File: src/rtl/id_ex_stage.sv
// id_ex_stage -- ID/EX pipeline register of the five-stage LEGv8 core.
//
// Latches the decode control bus, operands, immediate, PC, register numbers
// and opcode field into the EX slot. It also detects load-use hazards
// against the instruction currently in EX. Bubbles are inserted on
// load-use, hold and flush, and a saturating counter records how many
// load-use bubbles have been inserted.
//
// Ports:
//   clk, reset_n            core clock, synchronous active-low reset
//   id_control              decode control bus
//                           [8] reg2loc [7:6] aluOp [5] aluSrc [4] branch
//                           [3] memRead [2] memWrite [1] regWrite [0] mem2reg
//   id_opcode               instruction[31:21]
//   id_pc, id_rdata1/2      PC and register read data
//   id_imm                  sign-extended immediate
//   id_rs1, id_rs2, id_rd   register numbers (rs2 already muxed by reg2loc)
//   id_uses_rs2             instruction actually reads rs2
//   id_valid                ID slot holds a real instruction
//   ex_hold                 downstream stall, freeze ID/EX
//   flush                   taken-branch squash
//   ex_*                    registered copies presented to EX
//   ex_valid                EX slot holds a real instruction
//   stall_if_id             combinational request for IF and IF/ID to hold
//   bubble_count            saturating count of load-use bubbles
module id_ex_stage #(
    parameter int DATA_W = 64,
    parameter int REG_AW = 5,
    parameter int CTRL_W = 9,
    parameter int OPC_W  = 11,
    parameter int CNT_W  = 16
) (
    input  logic              clk,
    input  logic              reset_n,
    input  logic [CTRL_W-1:0] id_control,
    input  logic [OPC_W-1:0]  id_opcode,
    input  logic [DATA_W-1:0] id_pc,
    input  logic [DATA_W-1:0] id_rdata1,
    input  logic [DATA_W-1:0] id_rdata2,
    input  logic [DATA_W-1:0] id_imm,
    input  logic [REG_AW-1:0] id_rs1,
    input  logic [REG_AW-1:0] id_rs2,
    input  logic              id_uses_rs2,
    input  logic [REG_AW-1:0] id_rd,
    input  logic              id_valid,
    input  logic              ex_hold,
    input  logic              flush,
    output logic [CTRL_W-1:0] ex_control,
    output logic [OPC_W-1:0]  ex_opcode,
    output logic [DATA_W-1:0] ex_pc,
    output logic [DATA_W-1:0] ex_rdata1,
    output logic [DATA_W-1:0] ex_rdata2,
    output logic [DATA_W-1:0] ex_imm,
    output logic [REG_AW-1:0] ex_rs1,
    output logic [REG_AW-1:0] ex_rs2,
    output logic [REG_AW-1:0] ex_rd,
    output logic              ex_valid,
    output logic              stall_if_id,
    output logic [CNT_W-1:0]  bubble_count
);

    // Register X31 reads as zero, so a load targeting it never creates a
    // dependency.
    localparam logic [REG_AW-1:0] XZR = '1;

    logic [CTRL_W-1:0] control_reg;
    logic [OPC_W-1:0]  opcode_reg;
    logic [DATA_W-1:0] pc_reg;
    logic [DATA_W-1:0] rdata1_reg;
    logic [DATA_W-1:0] rdata2_reg;
    logic [DATA_W-1:0] imm_reg;
    logic [REG_AW-1:0] rs1_reg;
    logic [REG_AW-1:0] rs2_reg;
    logic [REG_AW-1:0] rd_reg;
    logic              valid_reg;
    logic [CNT_W-1:0]  count_reg;
    logic              hazard;

    // Control bit 3 is memRead: the instruction in EX is a load whose result
    // is not yet available to the instruction sitting in ID.
    assign hazard = valid_reg & control_reg[3] & id_valid & (rd_reg != XZR) &
                    ((rd_reg == id_rs1) | (id_uses_rs2 & (rd_reg == id_rs2)));

    // A flush squashes whatever is in ID, so IF/ID must be free to refill.
    assign stall_if_id = ~flush & (ex_hold | hazard);

    always_ff @(posedge clk) begin
        if (!reset_n) begin
            control_reg <= '0;
            opcode_reg  <= '0;
            pc_reg      <= '0;
            rdata1_reg  <= '0;
            rdata2_reg  <= '0;
            imm_reg     <= '0;
            rs1_reg     <= '0;
            rs2_reg     <= '0;
            rd_reg      <= '0;
            valid_reg   <= 1'b0;
            count_reg   <= '0;
        end else if (flush) begin
            // Data fields keep stale values; a zero control bus makes them inert.
            control_reg <= '0;
            valid_reg   <= 1'b0;
        end else if (ex_hold) begin
            // Freeze everything.
        end else if (hazard) begin
            control_reg <= '0;
            valid_reg   <= 1'b0;
            if (count_reg != '1) begin
                count_reg <= count_reg + 1'b1;
            end
        end else begin
            control_reg <= id_valid ? id_control : '0;
            opcode_reg  <= id_opcode;
            pc_reg      <= id_pc;
            rdata1_reg  <= id_rdata1;
            rdata2_reg  <= id_rdata2;
            imm_reg     <= id_imm;
            rs1_reg     <= id_rs1;
            rs2_reg     <= id_rs2;
            rd_reg      <= id_rd;
            valid_reg   <= id_valid;
        end
    end

    assign ex_control   = control_reg;
    assign ex_opcode    = opcode_reg;
    assign ex_pc        = pc_reg;
    assign ex_rdata1    = rdata1_reg;
    assign ex_rdata2    = rdata2_reg;
    assign ex_imm       = imm_reg;
    assign ex_rs1       = rs1_reg;
    assign ex_rs2       = rs2_reg;
    assign ex_rd        = rd_reg;
    assign ex_valid     = valid_reg;
    assign bubble_count = count_reg;

endmodule

File: config.mk
export PLATFORM = sky130hd
export DESIGN_NAME = id_ex_stage
export DESIGN_NICKNAME = d
export VERILOG_FILES = /design/src/rtl/id_ex_stage.sv
export SDC_FILE = /design/constraint.sdc
export NUM_CORES = 1
export LEC_CHECK = 0
export BUFFER_PORTS_ARGS = -buffer_cell sky130_fd_sc_hd__buf_4
export CAP_MARGIN = 10
export CORE_AREA = 2 2 237 239
export CTS_BUF_LIST = sky130_fd_sc_hd__clkbuf_2
export DETAILED_ROUTE_END_ITERATION = 16
export DIE_AREA = 0 0 239 241
export SLEW_MARGIN = 5
export SYNTH_ARGS = -nofsm -noshare
export SYNTH_HDL_FRONTEND = slang
export SYNTH_SLANG_ARGS = --single-unit
File: constraint.sdc
create_clock -name clk -period 3.2 [get_ports clk]
set_clock_uncertainty 0.05 [all_clocks]
set_input_delay 0.48 -clock clk [delete_from_list [all_inputs] [get_ports clk]]
set_output_delay 0.48 -clock clk [all_outputs]
set_load 0.02 [all_outputs]
==> impl_results.md, run 1 <==
* Outcome: did not finish
* Last stage reached: clock tree synthesis (4_1_cts)
* Error Message: [ERROR RSZ-0060] Max buffer count reached.
* Total number of yosys warnings at 0
* Number of cell rows at 86
* Post-CTS resize count at 15
* CTS buffer count at 87
* Buffers inserted during post-CTS setup optimization at 5
* Sinks on Clock Net at 308
* Most instantiated library cell after synthesis: sky130_fd_sc_hd__dfxtp_1
* Number of buffer cells added on primary ports at 605
* Proportion of synthesized area in mux cells at 0.002615
* Top cell type's share of synthesized area at 0.5370
* Hold buffer count at cts at 553
* Xor/xnor cell area share of the yosys netlist at 0.009153
* Area fraction in and, or, nand and nor cells after synthesis at 0.2417
* Initial standard-cell utilization of the core at 0.2092
* Average instance area after synthesis at 8.190 µm²
* Max H-tree Level at 3
* Share of the yosys chip area belonging to registers at 0.5370
* Post-synthesis cell area at 11480 µm²
* HPWL reported at the end of detailed placement at 29.60 mm
* Fraction of the mapped netlist area in compound gates at 0.1485
* Share of flip-flops with an asynchronous set or reset after synthesis at 0
* Total nets after synthesis at 1700
* Global placer's final weighted congestion at 0.7955
* Cell type with the largest total area after synthesis: sky130_fd_sc_hd__dfxtp_1
* # IOs at 606
* Combinational family with the most area after synthesis: simple AND/OR/NAND/NOR gates
* Die height at 241 µm
* Number of synthesized flops with an enable pin at 0
* Instance count of the mapped netlist at 1402
* Root buffer cell: sky130_fd_sc_hd__clkbuf_2
* Die extent in x at 239 µm
* Maximum root-to-sink buffer count at 3
* Commonest cells post-synth: 308 x sky130_fd_sc_hd__dfxtp_1, 294 x sky130_fd_sc_hd__nand2_1, 290 x sky130_fd_sc_hd__nand3_1
* Synthesized-area fraction occupied by adder cells at 0.001090
* Flip-flop cell with the highest count after synthesis: sky130_fd_sc_hd__dfxtp_1
* Number of distinct library cells after synthesis at 35
* Number of storage elements in the synthesis netlist at 308
* Most area-consuming cells after synthesis: sky130_fd_sc_hd__dfxtp_1 54%, sky130_fd_sc_hd__nand3_1 13%, sky130_fd_sc_hd__o21ai_1 11%
* Cell area after placement at 16600 µm²
[stage by stage]
stage          setup WS [ns]  instances
2_1_floorplan          1.032       1402
3_5_place_dp          0.7897       2607
3_3_place_gp          0.8350       2607
[logic make-up after synthesis]
| logic type | after synthesis |
|---|---|
| compound gates | 317 |
| xor+xnor | 12 |
| fa+ha+maj | 1 |
| buf+inv | 137 |
| flops | 308 |
| mux | 3 |
| simple gates | 624 |
==> inputs of run 2 (changes only) <==
- CORE_AREA: 2 2 237 239 -> 2 2 234 236
- CTS_BUF_LIST: sky130_fd_sc_hd__clkbuf_2 -> default
- DIE_AREA: 0 0 239 241 -> 0 0 236 238
- PLACE_DENSITY_LB_ADDON: default -> 0.15
==> run 2 against run 1 <==
Synthesized cell count is the same. Area after synthesis is the same. The run now ends clean.
==> impl_results.md, run 2 <==
* Final non-filler cell total at 2674
* Start point of the worst hold path: id_rdata1[13]
* Outcome: complete, no violations (was did not finish)
* Flip-flop cell with the highest count after synthesis: sky130_fd_sc_hd__dfxtp_1 (unchanged)
* Total global routing overflow at 0
* Req. time, crit path at 2.67 ns
* Max H-tree Level at 2 (was 3)
* Die extent in x at 236 µm (was 239 µm)
* Average via count per standard cell at 4.358
* Worst setup startpoint: ex_rd[0]
* Maximum root-to-sink buffer count at 3 (unchanged)
* Global-route wire length before repair at 66.07 mm
* CP arrival at 2.44 ns
* HPWL reported at the end of detailed placement at 32.65 mm (was 29.60 mm)
* Total DRC errors in the routed layout at 0
* Highest-count cells in the layout ignoring fill and taps: 624 x sky130_fd_sc_hd__buf_4, 308 x sky130_fd_sc_hd__dfxtp_1, 294 x sky130_fd_sc_hd__nand2_1
* Share of flip-flops with an asynchronous set or reset after synthesis at 0 (unchanged)
* Total number of yosys warnings at 0 (unchanged)
* Max frequency at 337.0 MHz
* Largest net degree at the start of global routing at 126
* Post-synthesis cell area at 11480 µm² (unchanged)
* Uppermost routed layer: met5
* Clock latency reported for the late side of the worst-skew pair at 0.54 ns
* Post-CTS resize count at 0 (was 15)
* Layout Utilization at 0.3357
* Share of the yosys chip area belonging to registers at 0.5370 (unchanged)
* Unrepaired setup endpoints after global routing: false
* Relative area change from synthesis to final layout at 56.39%
* Most common cell after layout, fill and taps aside: sky130_fd_sc_hd__buf_4
* Initial antenna violation count at 3
* Instance count of the mapped netlist at 1402 (unchanged)
* Die Outline Area at 56170 µm²
* Number of buffer cells added on primary ports at 605 (unchanged)
* Count of endpoints failing setup in the final report at 0
* Average instance area after synthesis at 8.190 µm² (unchanged)
* Most instantiated library cell after synthesis: sky130_fd_sc_hd__dfxtp_1 (unchanged)
* Transition time at the pin with the least slew margin at 0.8436 ns
* Layout cells sized above 1 at 0.3539
* Slowest Stage Delay on Critical Path at 0.73 ns
* Total area of multi-input combinational cells at 4628 µm²
* Number of cell rows at 85 (was 86)
* Initial standard-cell utilization of the core at 0.2146 (was 0.2092)
* Post-route worst hold slack at 0.1002 ns
* Root buffer cell: sky130_fd_sc_hd__clkbuf_16 (was sky130_fd_sc_hd__clkbuf_2)
* Placed Cells at 2604 (was 2607)
* Final clock period utilization by the worst path at 0.9273
* Commonest cells post-synth: 308 x sky130_fd_sc_hd__dfxtp_1, 294 x sky130_fd_sc_hd__nand2_1, 290 x sky130_fd_sc_hd__nand3_1 (unchanged)
* Avg WL per Cell at 16.35 µm
* Starting DRT DRC Count at 612
* Sinks on Clock Net at 308 (unchanged)
* Final critical-path required period at 2.967 ns
* Global placer's final weighted congestion at 0.7992 (was 0.7955)
* Top cell type's share of synthesized area at 0.5370 (unchanged)
* Number of failing hold endpoints at the final stage at 0
* Number of storage elements in the synthesis netlist at 308 (unchanged)
* Worst hold path type: input pin to flip-flop
* Crit path capture type: primary output
* Total power per unit cell area at 545.7 nW/µm²
* Largest fanout on the critical path at 11
* Most area-consuming cells after synthesis: sky130_fd_sc_hd__dfxtp_1 54%, sky130_fd_sc_hd__nand3_1 13%, sky130_fd_sc_hd__o21ai_1 11% (unchanged)
* Number of synthesized flops with an enable pin at 0 (unchanged)
* Clock tree from TritonCTS: built
* Amount of wire on met2 after detailed routing at 21.12 mm
* Worst-case headroom to the max-slew limit at 0.4376
* Buffers inserted during post-CTS setup optimization at 0 (was 5)
* Max-cap check violation count at 0
* Crit path launch type: flip-flop
* Total nets after synthesis at 1700 (unchanged)
* Antenna violation net count after detailed routing at 0
* Hold buffer count at cts at 0 (was 553)
* # IOs at 606 (unchanged)
* Clock transition at the registers of the reported paths at 0.06 ns
* Via count of the first global-routing pass at 10980
* Peak ir drop on the vdd network at 0.3231 mV
* Number of distinct library cells after synthesis at 35 (unchanged)
* Ordered cell list for the critical path: and3_1 > a31oi_2 > a21oi_1 > nor2_1 > buf_4
* Kind of critical path: flip-flop to primary output
* Core Region at 53500 µm²
* Total length of routed met3 wires at 4.063 mm
* Cell with the biggest individual delay on the critical path: sky130_fd_sc_hd__a21oi_1
* CTS buffer count at 40 (was 87)
* Cell type with the largest total area after synthesis: sky130_fd_sc_hd__dfxtp_1 (unchanged)
* Total negative slack at 0 ns
* Static leakage at 0.007527 µW
* Final net count at 2248
* Seq. cell area at 6166 µm²
* Via count at 11650
* Startpoint of the worst-slack reg-to-reg timing path: ex_rd[0]
* DRT met1 WL at 17.71 mm
* Overall routed net length at 43.72 mm
* Total routing resource utilization after global routing at 0.1486
* Final Max Tran Viols at 0
* Number of detailed-route iterations in the first pass at 5
* Die height at 238 µm (was 241 µm)
* Filler cells at 5680
[run 2: cell counts after synthesis]
Identical to the previous run, type by type.
[run 2: worst max-delay path: cells and delay by family (launching register included)]
kind	cells	cell delay (ns)
AOI/OAI and AO/OA	2	0.90
DFF	1	0.46
buffers and inverters	1	0.19
and+or+nand+nor	2	0.34
[run 2: worst paths after layout]
kind                         to  slack [ns]  depth (start not counted)
setup reg to reg  ex_rdata2[52]        0.80                          7
setup / recovery    stall_if_id        0.23                          5
hold / removal    ex_rdata1[13]        0.10                          3
hold reg to reg   ex_rdata2[60]        0.39                          2
[run 2: layout make-up]
type	count	share of cell area
Sequential cell	308	0.3434
Clock buffer	58	0.06466
Antenna cell	3	0.0004181
Inverter	3	0.0006271
Multi-Input combinational cell	957	0.2577
Tap cell	696	0.04850
Clock inverter	9	0.006271
Timing Repair Buffer	640	0.2784
[run 2: kinds of logic after synthesis]
kind of cell / count (synthesis) / synth area share
multiplexers: 3 / 0.002615
XOR/XNOR: 12 / 0.009153
flip-flops: 308 / 0.5370
buffers and inverters: 137 / 0.05993
adder cells (fa/ha/maj): 1 / 0.001090
AND/OR/NAND/NOR: 624 / 0.2417
AO/OA/AOI/OAI: 317 / 0.1485
[run 2: stage by stage]
stage | setup slack, ns | power, µW | area, µm²
final | 0.2327 | 9800 | 17960
after floorplan | 1.032 | 4788 | 11480
after detailed placement | 0.7303 | 5499 | 16680
after global routing | 0.01311 | 10240 | 17950
after global placement | 0.7549 | 5485 | 16680
after CTS | 0.1873 | 9981 | 17950
[run 2: metal layers]
metal,vias to the layer above,track usage
met1,5282,0.1733
li1,5909,-
met5,-,0
met2,412,0.2515
met3,49,0.05993
met4,2,0.04111
[run 2: report_power, final]
group | internal (µW) | switching, µW
combinational | 594 | 695
clock | 2670 | 1730
sequential | 4010 | 98.6
total | 7280 | 2520
No activity file was read; power rests on OpenSTA's default activity.
==> inputs of run 3 (changes only) <==
- CORE_AREA: 2 2 234 236 -> 2 2 238 240
- DIE_AREA: 0 0 236 238 -> 0 0 240 242
==> run 3 against run 2 <==
Largest cell class unchanged. Die area rose by 3.4%. Clock power fell by 6.4%. Sequential share of layout area rose by 0.27 points. Critical path type unchanged.
==> impl_results.md, run 3 (synthesis results as in run 2) <==
* Kind of critical path: flip-flop to primary output (unchanged)
* Post-CTS resize count at 0 (unchanged)
* Overall routed net length at 44.37 mm (was 43.72 mm)
* Final net count at 2239 (was 2248)
* Static leakage at 0.007416 µW (was 0.007527 µW)
* Crit path capture type: primary output (unchanged)
* Via count at 11640 (was 11650)
* Die height at 242 µm (was 238 µm)
* Number of buffer cells added on primary ports at 605 (unchanged)
* Sinks on Clock Net at 308 (unchanged)
* Core Region at 55730 µm² (was 53500 µm²)
* Final clock period utilization by the worst path at 0.9109 (was 0.9273)
* Worst-case reg-to-reg path depth at 8 (was 7)
* Worst slack after detailed placement at 0.7050 ns (was 0.7303 ns)
* Layer with the highest usage: met2 (unchanged)
* Max-cap check violation count at 0 (unchanged)
* Average via count per standard cell at 4.271 (was 4.358)
* Total power per unit cell area at 533.4 nW/µm² (was 545.7 nW/µm²)
* Most common cell after layout, fill and taps aside: sky130_fd_sc_hd__buf_4 (unchanged)
* Worst min-delay path endpoint: ex_rdata2[19] (was ex_rdata1[13])
* Buffers and inverters on the worst path at 1 (unchanged)
* Endpoint of the worst-slack reg-to-reg timing path: bubble_count[7] (was ex_rdata2[52])
* Initial standard-cell utilization of the core at 0.2060 (was 0.2146)
* Met2 layer usage reported by global route at 0.2480 (was 0.2515)
* Antenna violation net count after detailed routing at 0 (unchanged)
* CP arrival at 2.38 ns (was 2.44 ns)
* Number of failing hold endpoints at the final stage at 0 (unchanged)
* Start point of the worst hold path: id_rdata2[19] (was id_rdata1[13])
* Hold depth at 3 (unchanged)
* Req. time, crit path at 2.67 ns (about the same)
* Initial antenna violation count at 7 (was 3)
* # IOs at 606 (unchanged)
* Global-route wire length before repair at 66.54 mm (was 66.07 mm)
* Layout cells sized above 1 at 0.3491 (was 0.3539)
* Die Outline Area at 58080 µm² (was 56170 µm²)
* Buffers inserted during post-CTS setup optimization at 0 (unchanged)
* Final non-filler cell total at 2724 (was 2674)
* Kind of cell with the highest combined delay on the critical path: compound AO/OA/AOI/OAI gates (unchanged)
* Hold buffer count at cts at 0 (unchanged)
* Clock latency reported for the late side of the worst-skew pair at 0.54 ns (about the same)
* Cell area after placement at 16630 µm² (was 16680 µm²)
* GR Util met1 at 0.1591 (was 0.1733)
* Max H-tree Level at 2 (unchanged)
* Number of cell rows at 87 (was 85)
* Crit path launch type: flip-flop (unchanged)
* Max frequency at 343.1 MHz (was 337.0 MHz)
* Maximum root-to-sink buffer count at 3 (unchanged)
* Die extent in x at 240 µm (was 236 µm)
* Total routing resource utilization after global routing at 0.1460 (was 0.1486)
* Global placer's final weighted congestion at 0.8121 (was 0.7992)
* Unrepaired setup endpoints after global routing: false (unchanged)
* Placed Cells at 2655 (was 2604)
* Filler cells at 5990 (was 5680)
* Outcome: complete, no violations (unchanged)
* Worst-case headroom to the max-slew limit at 0.4169 (was 0.4376)
* Highest-count cells in the layout ignoring fill and taps: 619 x sky130_fd_sc_hd__buf_4, 308 x sky130_fd_sc_hd__dfxtp_1, 294 x sky130_fd_sc_hd__nand2_1 (was 624 x sky130_fd_sc_hd__buf_4, 308 x sky130_fd_sc_hd__dfxtp_1, 294 x sky130_fd_sc_hd__nand2_1)
* Total DRC errors in the routed layout at 0 (unchanged)
* Met3 track demand over resource in global routing at 0.06051 (was 0.05993)
* Relative area change from synthesis to final layout at 55.19% (was 56.39%)
* Transition time at the pin with the least slew margin at 0.8746 ns (was 0.8436 ns)
* Worst setup slack after layout at 0.2850 ns (was 0.2327 ns)
* Slowest Stage Delay on Critical Path at 0.75 ns (was 0.73 ns)
* Count of endpoints failing setup in the final report at 0 (unchanged)
* Clock tree from TritonCTS: built (unchanged)
* Via count of the first global-routing pass at 11250 (was 10980)
* Startpoint of the worst-slack reg-to-reg timing path: bubble_count[0] (was ex_rd[0])
* CTS buffer count at 40 (unchanged)
* Peak ir drop on the vdd network at 0.2953 mV (was 0.3231 mV)
* Total negative slack at 0 ns (unchanged)
* Cell with the biggest individual delay on the critical path: sky130_fd_sc_hd__a21oi_1 (unchanged)
* Avg WL per Cell at 16.29 µm (was 16.35 µm)
* Total global routing overflow at 0 (unchanged)
* Clock transition at the registers of the reported paths at 0.06 ns (about the same)
* Number of detailed-route iterations in the first pass at 5 (unchanged)
* HPWL reported at the end of detailed placement at 32.87 mm (was 32.65 mm)
* Ordered cell list for the critical path: and3_1 > a31oi_2 > a21oi_1 > nor2_1 > buf_4 (unchanged)
* Design area at 17820 µm² (was 17960 µm²)
* Largest net degree at the start of global routing at 103 (was 126)
* Largest fanout on the critical path at 11 (unchanged)
* Starting DRT DRC Count at 522 (was 612)
* Minimum setup slack among reg-to-reg paths at 0.75 ns (was 0.80 ns)
* Root buffer cell: sky130_fd_sc_hd__clkbuf_16 (unchanged)
* Final critical-path required period at 2.915 ns (was 2.967 ns)
* Worst hold path type: input pin to flip-flop (unchanged)
* Final Max Tran Viols at 0 (unchanged)
## run 3: through the flow
| stage | hold WS [ns] | power [µW] | util |
|---|---|---|---|
| 2_1_floorplan | 0.4768 | 4788 | - |
| 3_3_place_gp | 0.3855 | 5474 | 0.2984 |
| 5_1_grt | 0.07464 | 9953 | 0.3197 |
| 6_report | 0.1080 | 9504 | 0.3197 |
| 3_5_place_dp | 0.3910 | 5486 | 0.2984 |
| 4_1_cts | 0.06517 | 9708 | 0.3195 |
## run 3: worst max path at each step
stage	slack (ns)	cells past startpoint	to	startpoint
2_1_floorplan	1.03	6	stall_if_id	ex_rd[3]
3_3_place_gp	0.73	9	ex_rdata2[52]	id_rs2[2]
3_5_place_dp	0.70	8	bubble_count[7]	bubble_count[0]
4_1_cts	0.26	5	stall_if_id	ex_rd[1]
5_1_grt	0.12	5	stall_if_id	ex_rd[1]
6_report	0.29	5	stall_if_id	ex_rd[0]
## run 3: layer usage
metal	wire length (µm)	share of wire	up-vias
li1	-	-	5894
met3	4456	0.10	85
met5	13	0.00029	-
met2	21370	0.48	406
met4	1607	0.036	2
met1	16930	0.38	5248
## run 3: power by group
group,internal [µW],total [µW],switching [µW]
clock,2440,4120,1670
combinational,580,1280,696
sequential,4010,4110,95.8
total,7040,9500,2470
## run 3: area by class of cell
cell class	count	area (µm²)	share of cell area
clock inverter	5	31.28	0.001755
antenna	6	15.01	0.0008426
clock buffer	58	1140	0.06397
inverter	3	11.26	0.0006319
multi-input combinational	957	4628	0.2597
timing repair buffer	631	4882	0.2740
tap	756	945.9	0.05308
sequential	308	6166	0.3460
## run 3: worst register-to-register path, delay by kind of cell (launching register included)
family	cells	cell delay (ns)
flops	1	0.44
buf+inv	1	0.27
fa+ha+maj	1	0.24
compound gates	2	0.30
simple gates	4	1.05
